File: src/rtl/fetch_stage_pkg.sv
// Shared pipeline types for the fetch stage and its stage registers.
package fetch_stage_pkg;

  localparam int unsigned XLEN = 32;
  localparam logic [XLEN-1:0] NOP_INSTR = 32'h0000_0000;

  typedef enum logic [1:0] {
    FETCH = 2'd0,
    WAIT  = 2'd1,
    FULL  = 2'd2,
    DROP  = 2'd3
  } fetch_state_t;

  typedef struct packed {
    logic [XLEN-1:0] instr;
    logic [XLEN-1:0] pc_plus_4;
    logic            valid;
  } if_id_t;

  // Sequential successor of a fetch address, wrapping at 2^32.
  function automatic logic [XLEN-1:0] pc_inc(input logic [XLEN-1:0] pc);
    return pc + XLEN'(4);
  endfunction

endpackage

File: src/rtl/fetch_stage_if_id_reg.sv
// Pipeline stage register: stall holds, flush or no-load inserts a bubble.
module if_id_reg
  import fetch_stage_pkg::*;
#(
  parameter logic [XLEN-1:0] NOP = NOP_INSTR
) (
  input  logic   clk,
  input  logic   rst_n,
  input  logic   stall,
  input  logic   flush,
  input  logic   load,
  input  if_id_t d,
  output if_id_t q
);

  // A bubble keeps the previous pc_plus_4 so only instr/valid change.
  always_ff @(posedge clk or negedge rst_n) begin
    if (!rst_n) begin
      q.instr     <= NOP;
      q.pc_plus_4 <= '0;
      q.valid     <= 1'b0;
    end else if (!stall) begin
      if (flush || !load) begin
        q.instr <= NOP;
        q.valid <= 1'b0;
      end else begin
        q <= d;
      end
    end
  end

endmodule

File: src/rtl/fetch_stage.sv
// Instruction fetch: PC, single-outstanding imem handshake, IF/ID register.
// Optional misaligned-redirect detection enabled by FETCH_ALIGN_CHECK_EN.
module fetch_stage
  import fetch_stage_pkg::*;
#(
  parameter logic [31:0] RESET_PC = 32'h0000_0000,
  parameter logic [31:0] NOP      = NOP_INSTR
) (
  input  logic        clk_i,
  input  logic        rst_ni,
  input  logic        stall_f_i,
  input  logic        stall_d_i,
  input  logic        flush_d_i,
  input  logic        redirect_i,
  input  logic [31:0] redirect_pc_i,
  output logic        imem_req_o,
  output logic [31:0] imem_addr_o,
  input  logic        imem_rvalid_i,
  input  logic [31:0] imem_rdata_i,
  output logic [31:0] instr_d_o,
  output logic [31:0] pc_plus_4_d_o,
  output logic        valid_d_o,
  output logic        misaligned_o
);

  fetch_state_t state, state_nxt;
  logic [31:0]  pc_f, pc_f_nxt;
  logic [31:0]  hold_word, hold_word_nxt;
  logic         halt, halt_nxt;
  logic [31:0]  target;
  logic         target_bad;
  logic         req;
  logic         deliver;
  logic [31:0]  deliver_word;
  if_id_t       if_id_d, if_id_q;

`ifdef FETCH_ALIGN_CHECK_EN
  assign target     = redirect_pc_i;
  assign target_bad = |redirect_pc_i[1:0];
`else
  assign target     = redirect_pc_i & 32'hffff_fffc;
  assign target_bad = 1'b0;
`endif

  // Next-state, PC and buffer update; redirect overrides everything last.
  always_comb begin
    state_nxt     = state;
    pc_f_nxt      = pc_f;
    hold_word_nxt = hold_word;
    halt_nxt      = halt;
    req           = 1'b0;
    deliver       = 1'b0;
    deliver_word  = hold_word;
    case (state)
      FETCH: begin
        if (!redirect_i && !stall_f_i && !halt) begin
          req       = 1'b1;
          state_nxt = WAIT;
        end
      end
      WAIT: begin
        if (imem_rvalid_i) begin
          if (redirect_i) begin
            state_nxt = FETCH;
          end else if (!stall_d_i) begin
            deliver      = 1'b1;
            deliver_word = imem_rdata_i;
            pc_f_nxt     = pc_inc(pc_f);
            state_nxt    = FETCH;
          end else begin
            hold_word_nxt = imem_rdata_i;
            state_nxt     = FULL;
          end
        end else if (redirect_i) begin
          state_nxt = DROP;
        end
      end
      FULL: begin
        if (redirect_i) begin
          state_nxt = FETCH;
        end else if (!stall_d_i) begin
          deliver   = 1'b1;
          pc_f_nxt  = pc_inc(pc_f);
          state_nxt = FETCH;
        end
      end
      DROP: begin
        if (imem_rvalid_i) state_nxt = FETCH;
      end
      default: state_nxt = FETCH;
    endcase
    if (redirect_i) begin
      pc_f_nxt      = target;
      hold_word_nxt = NOP;
      halt_nxt      = halt | target_bad;
    end
  end

  always_ff @(posedge clk_i or negedge rst_ni) begin
    if (!rst_ni) begin
      state     <= FETCH;
      pc_f      <= RESET_PC;
      hold_word <= NOP;
      halt      <= 1'b0;
    end else begin
      state     <= state_nxt;
      pc_f      <= pc_f_nxt;
      hold_word <= hold_word_nxt;
      halt      <= halt_nxt;
    end
  end

  // Request is a same-cycle pulse so a 1-cycle memory sustains one word per 2 cycles.
  assign imem_req_o  = req & rst_ni;
  assign imem_addr_o = pc_f;

  assign if_id_d.instr     = deliver_word;
  assign if_id_d.pc_plus_4 = pc_inc(pc_f);
  assign if_id_d.valid     = 1'b1;

  if_id_reg #(.NOP(NOP)) u_if_id (
    .clk   (clk_i),
    .rst_n (rst_ni),
    .stall (stall_d_i),
    .flush (flush_d_i),
    .load  (deliver),
    .d     (if_id_d),
    .q     (if_id_q)
  );

  assign instr_d_o     = if_id_q.instr;
  assign pc_plus_4_d_o = if_id_q.pc_plus_4;
  assign valid_d_o     = if_id_q.valid;

`ifdef FETCH_ALIGN_CHECK_EN
  assign misaligned_o = halt;
`else
  assign misaligned_o = 1'b0;
`endif

endmodule

File: config.mk
export PLATFORM = sky130hd
export DESIGN_NAME = fetch_stage
export DESIGN_NICKNAME = d
export VERILOG_FILES = /design/src/rtl/fetch_stage_pkg.sv /design/src/rtl/fetch_stage_if_id_reg.sv /design/src/rtl/fetch_stage.sv
export SDC_FILE = /design/constraint.sdc
export NUM_CORES = 1
export LEC_CHECK = 0
export CAP_MARGIN = 25
export CORE_UTILIZATION = 48
export CTS_CLUSTER_SIZE = 14
export DETAILED_ROUTE_END_ITERATION = 10
export PLACE_DENSITY_LB_ADDON = 0.12
export SKIP_CTS_REPAIR_TIMING = 1
export SKIP_LAST_GASP = 1
export SLEW_MARGIN = 10
export SYNTH_ARGS = -nofsm -noshare
export SYNTH_HDL_FRONTEND = slang
export SYNTH_SLANG_ARGS = --single-unit
File: constraint.sdc
create_clock -name clk_i -period 3.04 [get_ports clk_i]
set_clock_uncertainty 0.1 [all_clocks]
set_input_delay 0.304 -clock clk_i [delete_from_list [all_inputs] [get_ports clk_i]]
set_output_delay 0.304 -clock clk_i [all_outputs]
set_load 0.01 [all_outputs]
# --- Yosys cells after proc, flatten, opt, wreduce, memory -nomap -nowiden ---
# Index checks and enable logic that the tools add are counted.
word_totals:
  register_bits: 131
  input_bits: 71
  output_inout_bits: 99
classes:
  addsub: 1
  eq_ne: 7
  muxes: 28
  bitwise_logic: 3
  reduce_logical: 14
op_table:
  columns: ["op", "n"]
  rows:
  - ["32-bit two-way mux", 11]
  - ["32-bit one-hot mux with 2 select lines", 1]
  - ["32-bit by 3-bit adder with 32-bit output (second input constant)", 1]
  - ["2-bit two-way mux", 8]
  - ["2-bit one-hot mux with 4 select lines", 1]
  - ["1-bit two-way mux", 6]
  - ["3-bit != test (second input constant)", 2]
  - ["2-bit nonzero test", 3]
  - ["2-bit == test (second input constant)", 2]
  - ["2-bit != test (second input constant)", 2]
  - ["2-bit AND reduction", 2]
  - ["4-bit AND reduction", 1]
  - ["1-bit zero test", 3]
  - ["3-bit AND reduction", 1]
  - ["3-bit nonzero test", 1]
  - ["2-bit by 1-bit == test with 1-bit output (second input constant)", 1]
  - ["2-bit zero test", 1]
  - ["1-bit NOT", 2]
  - ["1-bit one-hot mux with 2 select lines", 1]
  - ["1-bit AND", 1]
  - ["1-bit logical AND", 1]
  - ["1-bit logical OR", 1]

# --- Depth between registers and ports, before layout ---
depth:
  ltp_word: 8
  ltp_mapped: 9

# --- By module ---
# From an unflattened synthesis, not the netlist that was laid out.
unflattened:
  cells_unflattened: 641
  area_unflattened_um2: 6718.9
by_module_without_submodules:
  columns: ["module", "n_inst", "cells_per_inst", "area_per_inst_um2", "seq_area_each_um2"]
  rows:
  - ["fetch_stage", 1, 430, 4126.5, 1601.5]
  - ["if_id_reg", 1, 211, 2592.5, 1626.6]

# --- Worst setup path after synthesis ---
# Ideal clock, no wire load.
synth_path:
  path_kind: "register to register"
  from: "reg state[1]"
  to: "reg u_if_id.q[32] (netlist name)"
  arrival_ps: 2098
  required_time_ps: 2871
  setup_slack_ps: 773
  stages_incl_launch_ff: 9
  period_less_slack_ps: 2267
  path_cell_list: "dfrtp_1 inv_1 ha_1 buf_2 a21oi_1 or4_1 clkbuf_1 or4_1 nand3_1"
synth_between:
  elab_chain_len: 6
synth_lines:
  columns: ["item", "line", "source"]
  rows:
  - ["from (decl)", "fetch_stage.sv:26", "fetch_state_t state, state_nxt;"]
  - ["from (signal assigned)", "fetch_stage.sv:106", "state <= state_nxt;"]
  - ["2-bit == test or 2-bit by 1-bit == test with 1-bit output (tied branches)", "fetch_stage.sv:54", "case (state)"]
  - ["1-bit one-hot mux with 2 select lines *", "fetch_stage.sv:54", null]
  - ["1-bit zero test *", "fetch_stage_if_id_reg.sv:23", "if (flush || !load) begin"]
  - ["1-bit logical OR *", "fetch_stage_if_id_reg.sv:23", null]
  - ["1-bit NOT (no line) *", null, null]
  - ["2-bit AND reduction (no line) *", null, null]
  - ["to (decl)", "fetch_stage_if_id_reg.sv:13", "output if_id_t q"]
# Mark *: on every way between the ends. The rest lies on a longest branch, timed or not.
# A chain may end at the register's enable or synchronous reset.

# --- Worst setup path after layout ---
# Same ends and word-level chain as after synthesis.

==> flow_metrics.py <==
metrics = {
    "timing": {
        "worst_pin_slew_ps": 907,
        "setup_tns_ps": 0,
        "rsz0062_at_grt": "no",
        "setup_violations": 0,
        "hold_slack_ps": -51.1,
        "max_slew_margin_pct": 39.6,
        "layout_min_cycle_time_ps": 2450,
        "finalHoldViolCount": 55,
        "min_period_over_period_pct": 80.7,
        "slew_violations": 0,
        "max_freq_mhz": 408,
    },
    "logic_synthesis": {
        "synthTopCellsByCount": "dfrtp_1, nand2_1, o21ai_0",
        "syn-cell-area_um2": 6060,
        "synth_seq_area_share_pct": 52.4,
        "synthMostInstantiatedCell": "dfrtp_1",
        "synth.distinct_cells": 38,
        "synth.avg_cell_area_um2": 10.0,
        "netlist_instances": 606,
        "synth_area_leaders": "dfrtp_1, nand2_1, o21ai_0",
        "ys_ff_latch": 127,
        "yosysTopAreaCellShare_pct": 52.4,
        "synth_edf_count": 0,
        "synth_flop_cell": "dfrtp_1",
        "async_flop_share_pct": 100,
        "yosysWarningCount": 0,
        "yosysTopAreaCell": "dfrtp_1",
    },
    "clock_network": {
        "clkTransAtPathRegs_ps": 60,
        "clkSinkCount": 127,
        "clk_latency_ps": 410,
        "cts_buffer_depth": 2,
        "root_buffer": "clkbuf_16",
        "h-tree-depth": 4,
        "cts_made_buffers": 17,
        "cts_tree": "yes",
    },
    "run_status": {
        "outcome": "finished, violations left",
        "violations": "negative hold slack",
    },
    "power_and_ir_drop": {
        "vdd_drop_max_v": 0.000448,
        "pwr_density_cell_nw_per_um2": 649,
        "power.leakage_nw": 3.70,
    },
    "setup_path": {
        "required_ps": 3280,
        "r2r_end": "u_if_id.q[32]",
        "critPathBufInv": 1,
        "path_class": "register to register",
        "ff2ff_path_depth": 6,
        "crit-reg2reg-launch": "state[1]",
        "startpoint_type": "register",
        "critPathMaxFanout": 9,
        "arrival_ps": 2690,
        "r2r_setup_slack_ps": 590,
        "crit_chain": "inv_1 -> ha_1 -> a21oi_1 -> or4_2 -> or4_1 -> nand3_1",
        "worstSetupEndpointType": "register",
        "cpLargestDelayFamily": "simple AND/OR/NAND/NOR gates",
        "slowest_delay_ps": 650,
        "slowest_stage": "or4_2",
    },
    "hold_path": {
        "hold_path.class": "input pin to asynchronous set/reset pin",
    },
    "global_route": {
        "grt_overflow": 0,
        "grt_usage_pct": 25.0,
        "antenna_found_initial": 0,
        "grt_pass1_wl_um": 25100,
        "grt_pass1_vias": 5040,
        "grt_start_max_net_pins": 73,
    },
    "floorplan": {
        "rows": 40,
        "core-area_um2": 12200,
        "pin_count": 170,
        "dieHeight_um": 114,
        "dieWidth_um": 114,
        "initial_core_util_pct": 49.8,
        "die_area_um2": 13100,
    },
    "drt": {
        "drt_iter0_markers": 311,
        "antenna_left": 0,
        "wl_per_cell_um": 16.4,
        "viasPerCell": 5.25,
        "drt_wl_total_um": 15400,
        "vias": 4926,
        "drc": 0,
        "drt-pass1-iter-count": 7,
    },
    "finish": {
        "drive_gt1_share_pct": 7.79,
        "final_net_count": 834,
        "diodes": 0,
        "fin_cells": 938,
        "synthToLayoutAreaGrowth_pct": 38.7,
    },
    "placed_design": {
        "place_hpwl_um": 10400,
        "portBuffers": 162,
        "finalWeightedCongestion": 0.769,
        "dp.cells": 906,
    },
    "job": {
        "drv_cap": 0,
    },
}
## where the power goes
part	switching, W	internal (W)	total [W]
logic	0.000617	0.000685	0.00130
registers	0.000207	0.00194	0.00214
clock network	0.000784	0.00122	0.00201
total	0.00161	0.00384	0.00545
## worst max-delay path by stage
| stage | depth (start not counted) | from | slack [ps] | endpoint |
|---|---|---|---|---|
| 2_1_floorplan | 8 | state[1] | 770 | u_if_id.q[32] |
| 3_3_place_gp | 7 | imem_rvalid_i | 640 | u_if_id.q[32] |
| 3_5_place_dp | 6 | imem_rvalid_i | 590 | u_if_id.q[11] |
| 4_1_cts | 8 | state[1] | 600 | u_if_id.q[32] |
| 5_1_grt | 7 | state[1] | 370 | u_if_id.q[18] |
| 6_report | 6 | state[1] | 590 | u_if_id.q[32] |
## worst reg2reg max path, stage by stage, from the launching register on
cell,delay [ps]
dfrtp_1,400
inv_1,120
ha_1,350
a21oi_1,110
or4_2,650
or4_1,540
nand3_1,110
## per-stage QoR
step	power (W)	hold WS (ps)	setup slack, ps	instance area (µm²)	utilization, %
global route	0.00572	6.74	366	8400	69.1
detailed placement	0.00347	366	588	7820	64.3
floorplan	0.00276	-91.6	773	6070	-
finish	0.00545	-51.1	588	8400	69.1
CTS	0.00549	-30.5	598	8400	69.1
global placement	0.00341	360	640	7820	64.3
## metal layers
metal  vias up  part of all wire, %  global-route usage (%)
met5         -                    0                       0
met4         0                  1.6                    8.74
met3        19                  5.3                    5.51
met2       176                   48                    40.7
met1      2345                   45                    32.9
li1       2386                    -                       -
## sequential cells by signal, summed over array words and instances (netlist names)
| name | cells |
|---|---|
| u_if_id.q | 63 |
| imem_addr_o | 30 |
| state | 2 |
| hold_word | 32 |
## cells by family after synthesis
kind of cell               count (synthesis)  synth area share, %
and+or+nand+nor                          196                 15.7
AOI/OAI and AO/OA                        131                 13.0
DFF                                      127                 52.4
xor gates and xnor gates                  55                 7.95
buffers and inverters                     54                 3.74
muxes                                     36                 5.95
adders and majority gates                  6                 1.24
other                                      1               0.0619
## cells in the final DEF (no fill, tap or decap), types with 5 or more instances in the layout
cell / netlist / final
nor2_1: 12 / 11
and4_1: 5 / 5
nand2_1: 114 / 114
and3_1: 5 / 5
dfrtp_1: 127 / 127
nand4_1: 12 / 12
ha_1: 6 / 6
conb_1: 1 / 5
clkdlybuf4s50_1: 0 / 160
mux2i_1: 36 / 36
o21ai_1: 10 / 10
xor2_1: 39 / 39
a22o_1: 31 / 31
clkbuf_16: 0 / 17
xnor2_1: 16 / 16
clkinv_4: 0 / 5
nand3_1: 27 / 26
inv_1: 7 / 7
buf_4: 5 / 14
o21ai_0: 82 / 82
## layout make-up
type | instances | area, µm²
Fill cell | 987 | 3760
Sequential cell | 127 | 3180
Multi-Input combinational cell | 429 | 2690
Timing Repair Buffer | 175 | 1710
Clock buffer | 18 | 429
Tap cell | 168 | 210
Clock inverter | 14 | 159
Inverter | 7 | 26.3
(Power assumes the default switching activity.)
